**src/rtl/paddle_tracker.sv**
```systemverilog
// Per-frame vertical bounding box of the left and right paddles.
// Publishes the centre row, height and found flag of each paddle, registered and held for a frame.
module paddle_tracker #(
   parameter int unsigned MIN_PIXELS = 64,
   parameter int unsigned CNT_W      = 17,
   parameter int unsigned DEFAULT_Y  = 240
) (
   input  logic        clk,
   input  logic        reset,
   input  logic        en_i,
   input  logic        vs_ni,
   input  logic        blank_ni,
   input  logic [12:0] row,
   input  logic [12:0] col,
   input  logic        left_paddle,
   input  logic        right_paddle,
   output logic [12:0] left_y,
   output logic [12:0] right_y,
   output logic [12:0] left_h,
   output logic [12:0] right_h,
   output logic        left_found,
   output logic        right_found,
   output logic        frame_valid
);

   localparam int unsigned RW    = 13;
   localparam int unsigned NSIDE = 2;
   localparam logic [CNT_W-1:0] CNT_MAX = '1;
   localparam logic [CNT_W-1:0] CNT_MIN = CNT_W'(MIN_PIXELS);
   localparam logic [RW-1:0]    Y_RST   = RW'(DEFAULT_Y);

   // Side index 0 = left paddle, 1 = right paddle.
   logic [NSIDE-1:0] flag_c;
   logic             fe_c;

   logic             vs_prev_q, vs_prev_d;
   logic             fv_q, fv_d;
   logic [RW-1:0]    min_q   [NSIDE];
   logic [RW-1:0]    min_d   [NSIDE];
   logic [RW-1:0]    max_q   [NSIDE];
   logic [RW-1:0]    max_d   [NSIDE];
   logic [CNT_W-1:0] cnt_q   [NSIDE];
   logic [CNT_W-1:0] cnt_d   [NSIDE];
   logic [RW-1:0]    y_q     [NSIDE];
   logic [RW-1:0]    y_d     [NSIDE];
   logic [RW-1:0]    h_q     [NSIDE];
   logic [RW-1:0]    h_d     [NSIDE];
   logic [NSIDE-1:0] found_q, found_d;
   logic [RW:0]      sum_c   [NSIDE];
   logic [NSIDE-1:0] qual_c;

   // Column is carried for debug only and does not feed the reduction.
   logic unused_col;
   assign unused_col = ^col;

   assign flag_c = {right_paddle, left_paddle};

   // Frame-end detection, accumulator update and result capture.
   always_comb begin
      fe_c      = en_i & vs_prev_q & ~vs_ni;
      vs_prev_d = en_i ? vs_ni : vs_prev_q;
      fv_d      = fe_c;
      found_d   = found_q;
      qual_c    = '0;
      for (int s = 0; s < int'(NSIDE); s++) begin
         qual_c[s] = en_i & blank_ni & flag_c[s];
         sum_c[s]  = {1'b0, min_q[s]} + {1'b0, max_q[s]};
         min_d[s]  = fe_c ? '1 : min_q[s];
         max_d[s]  = fe_c ? '0 : max_q[s];
         cnt_d[s]  = fe_c ? '0 : cnt_q[s];
         y_d[s]    = y_q[s];
         h_d[s]    = h_q[s];

         // The frame-end pixel seeds the new frame after the restart above.
         if (qual_c[s]) begin
            if (row < min_d[s]) min_d[s] = row;
            if (row > max_d[s]) max_d[s] = row;
            if (cnt_d[s] != CNT_MAX) cnt_d[s] = cnt_d[s] + CNT_W'(1);
         end

         if (fe_c) begin
            if (cnt_q[s] >= CNT_MIN) begin
               y_d[s]     = sum_c[s][RW:1];
               h_d[s]     = max_q[s] - min_q[s] + RW'(1);
               found_d[s] = 1'b1;
            end else begin
               h_d[s]     = '0;
               found_d[s] = 1'b0;
            end
         end
      end
   end

   always_ff @(posedge clk or posedge reset) begin
      if (reset) begin
         vs_prev_q <= 1'b1;
         fv_q      <= 1'b0;
         found_q   <= '0;
         for (int s = 0; s < int'(NSIDE); s++) begin
            min_q[s] <= '1;
            max_q[s] <= '0;
            cnt_q[s] <= '0;
            y_q[s]   <= Y_RST;
            h_q[s]   <= '0;
         end
      end else begin
         vs_prev_q <= vs_prev_d;
         fv_q      <= fv_d;
         found_q   <= found_d;
         for (int s = 0; s < int'(NSIDE); s++) begin
            min_q[s] <= min_d[s];
            max_q[s] <= max_d[s];
            cnt_q[s] <= cnt_d[s];
            y_q[s]   <= y_d[s];
            h_q[s]   <= h_d[s];
         end
      end
   end

   assign left_y      = y_q[0];
   assign right_y     = y_q[1];
   assign left_h      = h_q[0];
   assign right_h     = h_q[1];
   assign left_found  = found_q[0];
   assign right_found = found_q[1];
   assign frame_valid = fv_q;

endmodule

```
**config.mk**
```make
export PLATFORM = sky130hd
export DESIGN_NAME = paddle_tracker
export DESIGN_NICKNAME = d
export VERILOG_FILES = /design/src/rtl/paddle_tracker.sv
export SDC_FILE = /design/constraint.sdc
export NUM_CORES = 1
export LEC_CHECK = 0
export CORE_AREA = 2 2 169 171
export CTS_BUF_LIST = sky130_fd_sc_hd__clkbuf_8
export CTS_CLUSTER_DIAMETER = 50
export DETAILED_ROUTE_END_ITERATION = 10
export DIE_AREA = 0 0 171 173
export PLACE_DENSITY = 0.58
export SKIP_LAST_GASP = 1
export SYNTH_ARGS = -nofsm -noshare
export SYNTH_HDL_FRONTEND = slang
export SYNTH_SLANG_ARGS = --single-unit
export TNS_END_PERCENT = 100
```
**constraint.sdc**
```tcl
create_clock -name clk -period 5.5 [get_ports clk]
set_input_delay 1.1 -clock clk [delete_from_list [all_inputs] [get_ports clk]]
set_output_delay 1.1 -clock clk [all_outputs]
set_load 0.01 [all_outputs]
```
==> summary.txt <==
Detailed routing
  – Met1 WL: about 10 mm
  – Initial DRC Count: 376
  – Metal3 WL: between 600 and 700 um
  – Via/cell ratio: ~5
  – Wire length on met2: 10.5 mm
  – Routed wire length: about 22 mm
  – Routed Antenna Nets: 0
  – Vias: about 7.5k
  – Max layer used: met5
  – Pre-antenna DRT Iters: 4
  – Routed WL per cell: ~15 um
  – Post-route DRC: 0

Synth
  – Commonest cells in the netlist: ha_1, dfrtp_1, nand2_1
  – Async SR Flop Fraction: 100%
  – Synth top area cells: dfrtp_1, ha_1, dfstp_2
  – Syn Inst Count: ~1.0k
  – Predominant post-synthesis flop cell: dfrtp_1
  – Yosys reg bits: between 100 and 150
  – Net count after synthesis: 1180
  – Most frequent cell after synthesis: ha_1
  – Seq/Total Area, Yosys: a little under two fifths
  – Synthesized cell area: 9590 um^2
  – Avg Cell Area, Syn: 9.41 um^2
  – Yosys top cell by area: dfrtp_1
  – Post-synth EDFFs: 0
  – YS warnings: 0
  – Synth unique cells: 74
  – Top-area cell type share of the netlist area: about 28%

Timing
  – Worst slew margin: ~20%
  – Setup TNS: 0 ns
  – Count of pins over their slew limit: 0
  – Setup violators final: 0
  – Clock skew: 0.0170 ns
  – Tmin final: roughly 4 ns
  – Final Hold Fails: 0
  – RSZ-0062 raised after global routing: false
  – F_max: between 200 and 250 MHz
  – Slew @ Worst Pin: 1.19 ns
  – Final worst path period share: around 74%

Worst setup path
  – Data required time of the critical path: about 5.9 ns
  – Critical Path AT: ~4.4 ns
  – Crit path kind: in -> reg
  – Reg-to-reg slack, setup: around 2.2 ns
  – Crit start category: input pin
  – Crit path launch: en_i
  – R2r worst-path depth: 11
  – Maximum fanout along the worst path: 26
  – Worst r2r dst: min_q[9]
  – Worst R2R Start: vs_prev_q
  – Endpoint class of the critical path: register

Clock network
  – H-tree depth: 4
  – Root buf cell: clkbuf_8
  – Cts hold-fix bufs: 0
  – Total CTS buffers: 17
  – Maximum clock path buffer count: 2
  – CTS tree: built
  – CTS resizes: 0
  – Worst skew pair latency: roughly 0.46 ns
  – Clk sink count: 142
  – Clock Pin Slew Worst Setup and Hold Paths: roughly 0.08 ns
  – Setup bufs post-CTS: 0

GRT
  – First-pass GRT wire length: roughly 37 mm
  – Initial antenna violation count: 2
  – GRT Overall Usage: 15.5%
  – Overflow after GRT: 0
  – Largest net degree at the start of global routing: 81
  – Number of global-route vias before repair: around 7.5k

Pwr
  – P_leak: 5.19 nW
  – VDD IR max: roughly 150 uV
  – Pwr dens: 333 nW/um^2

Job
  – MaxCap Viol Count: 0

Die
  – IO Pins: 88
  – Die area: ~30000 um^2
  – Core ar.: ~28000 um^2
  – Die width: 171 um
  – Starting Density: roughly a third
  – Die height: about 170 um
  – Num rows: just over 60

Final layout
  – Final design utilization: between 40% and 50%
  – Multi-input gate area: around 5600 um^2
  – Ratio of cells with drive above 1 in the final layout: under 10%
  – Layout area overhead: 17.5%
  – Nets@finish: 1259
  – Layout fillers: 2786
  – Reg area: approximately 3600 um^2

Worst hold path
  – Hold path depth: 2
  – Hold Path Origin: left_y[4]
  – Class of the worst hold path: reg -> reg
  – Hold path endpoint: left_y[4]

Run status
  – Status: finished, final reports clean

Placed design
  – GP Congestion: 0.860
  – Port bufs: between 70 and 80
  – Post-DP HPWL: 16.6 mm
cell type report:
| type | instances | share of cell area, % |
|---|---|---|
| Multi-Input combinational cell | 775 | 49.7 |
| Sequential cell | 142 | 31.9 |
| Timing Repair Buffer | 86 | 7.37 |
| Tap cell | 378 | 4.20 |
| Inverter | 76 | 2.57 |
| Clock buffer | 21 | 2.56 |
| Clock inverter | 11 | 1.65 |
| Antenna cell | 1 | 0.0222 |
per-layer routing:
| metal | global-route usage (%) | vias up |
|---|---|---|
| li1 | - | 3752 |
| met4 | 4.63 | 4 |
| met2 | 25.6 | 91 |
| met5 | 0 | - |
| met3 | 3.32 | 37 |
| met1 | 20.3 | 3571 |
worst max-delay path: stages:
cell and delay, ns:
clkdlybuf4s50_1 0.59, nand3b_4 0.35, inv_2 0.49, nor2_1 0.13
ha_1 0.29, o21a_1 0.16, o21ai_0 0.14, a21oi_1 0.07
o31ai_1 0.20, o2111ai_1 0.36, buf_4 0.33, mux2i_1 0.18
worst max-delay path by stage:
stage	to	slack, ns	cells after the start
2_1_floorplan	cnt_q[0]	0.65	1
3_3_place_gp	min_q[6]	1.07	12
3_5_place_dp	min_q[9]	0.97	12
4_1_cts	min_q[4]	1.46	12
5_1_grt	min_q[7]	1.17	12
6_report	min_q[9]	1.46	12
logic make-up (layout without fill, tap and decap cells):
family                   count (synthesis)  in the layout  synth area share (%)
AND/OR/NAND/NOR                        333            333                  16.4
AO/OA/AOI/OAI                          214            214                  15.1
flip-flops                             142            142                  37.5
adder cells (fa/ha/maj)                128            128                  17.0
buffers and inverters                  102            194                  4.15
XOR/XNOR                                54             54                  4.93
multiplexers                            46             46                  4.88
other                                    0              1                     0
metrics by stage:
step | power [mW] | instance area (um^2) | std cells | hold slack [ns] | setup WS, ns
floorplan | 2.42 | 9590 | 1019 | 0.483 | 0.648
global placement | 2.75 | 10800 | 1457 | 0.468 | 1.07
detailed placement | 2.77 | 10800 | 1457 | 0.467 | 0.971
CTS | 3.81 | 11300 | 1489 | 0.486 | 1.46
global route | 4.07 | 11300 | 1489 | 0.503 | 1.17
finish | 3.75 | 11300 | 1490 | 0.479 | 1.46
registers in the layout, indices dropped and copies added, names as in the netlist:
| signal | count |
|---|---|
| left_h | 13 |
| found_q | 2 |
| frame_valid | 1 |
| max_q | 26 |
| right_y | 13 |
| right_h | 13 |
| vs_prev_q | 1 |
| cnt_q | 34 |
| left_y | 13 |
| min_q | 26 |
power by group:
group          switching, mW  internal, mW  total, mW
combinational          0.837         0.630       1.47
sequential            0.0938          1.19       1.28
clock                  0.419         0.585       1.00
total                   1.35          2.40       3.75
cell usage in the layout (no fill, tap or decap), types with 9 or more instances in the layout:
cell type        instances
dfstp_2                 35
dfrtp_1                107
ha_1                   124
a21o_1                   9
clkdlybuf4s50_1         74
o21ai_0                 65
a211oi_1                 9
nand3_1                 25
o21a_1                   9
nand2_1                101
nor3_1                  25
xnor2_1                 36
a21oi_1                 45
nand4_1                 16
buf_4                   12
nor2_1                  99
inv_1                   75
clkbuf_8                21
mux2i_1                 40
and2_1                  10
nor4_1                  11
o21ai_1                 11
xor2_1                  18
(Power assumes the default switching activity.)
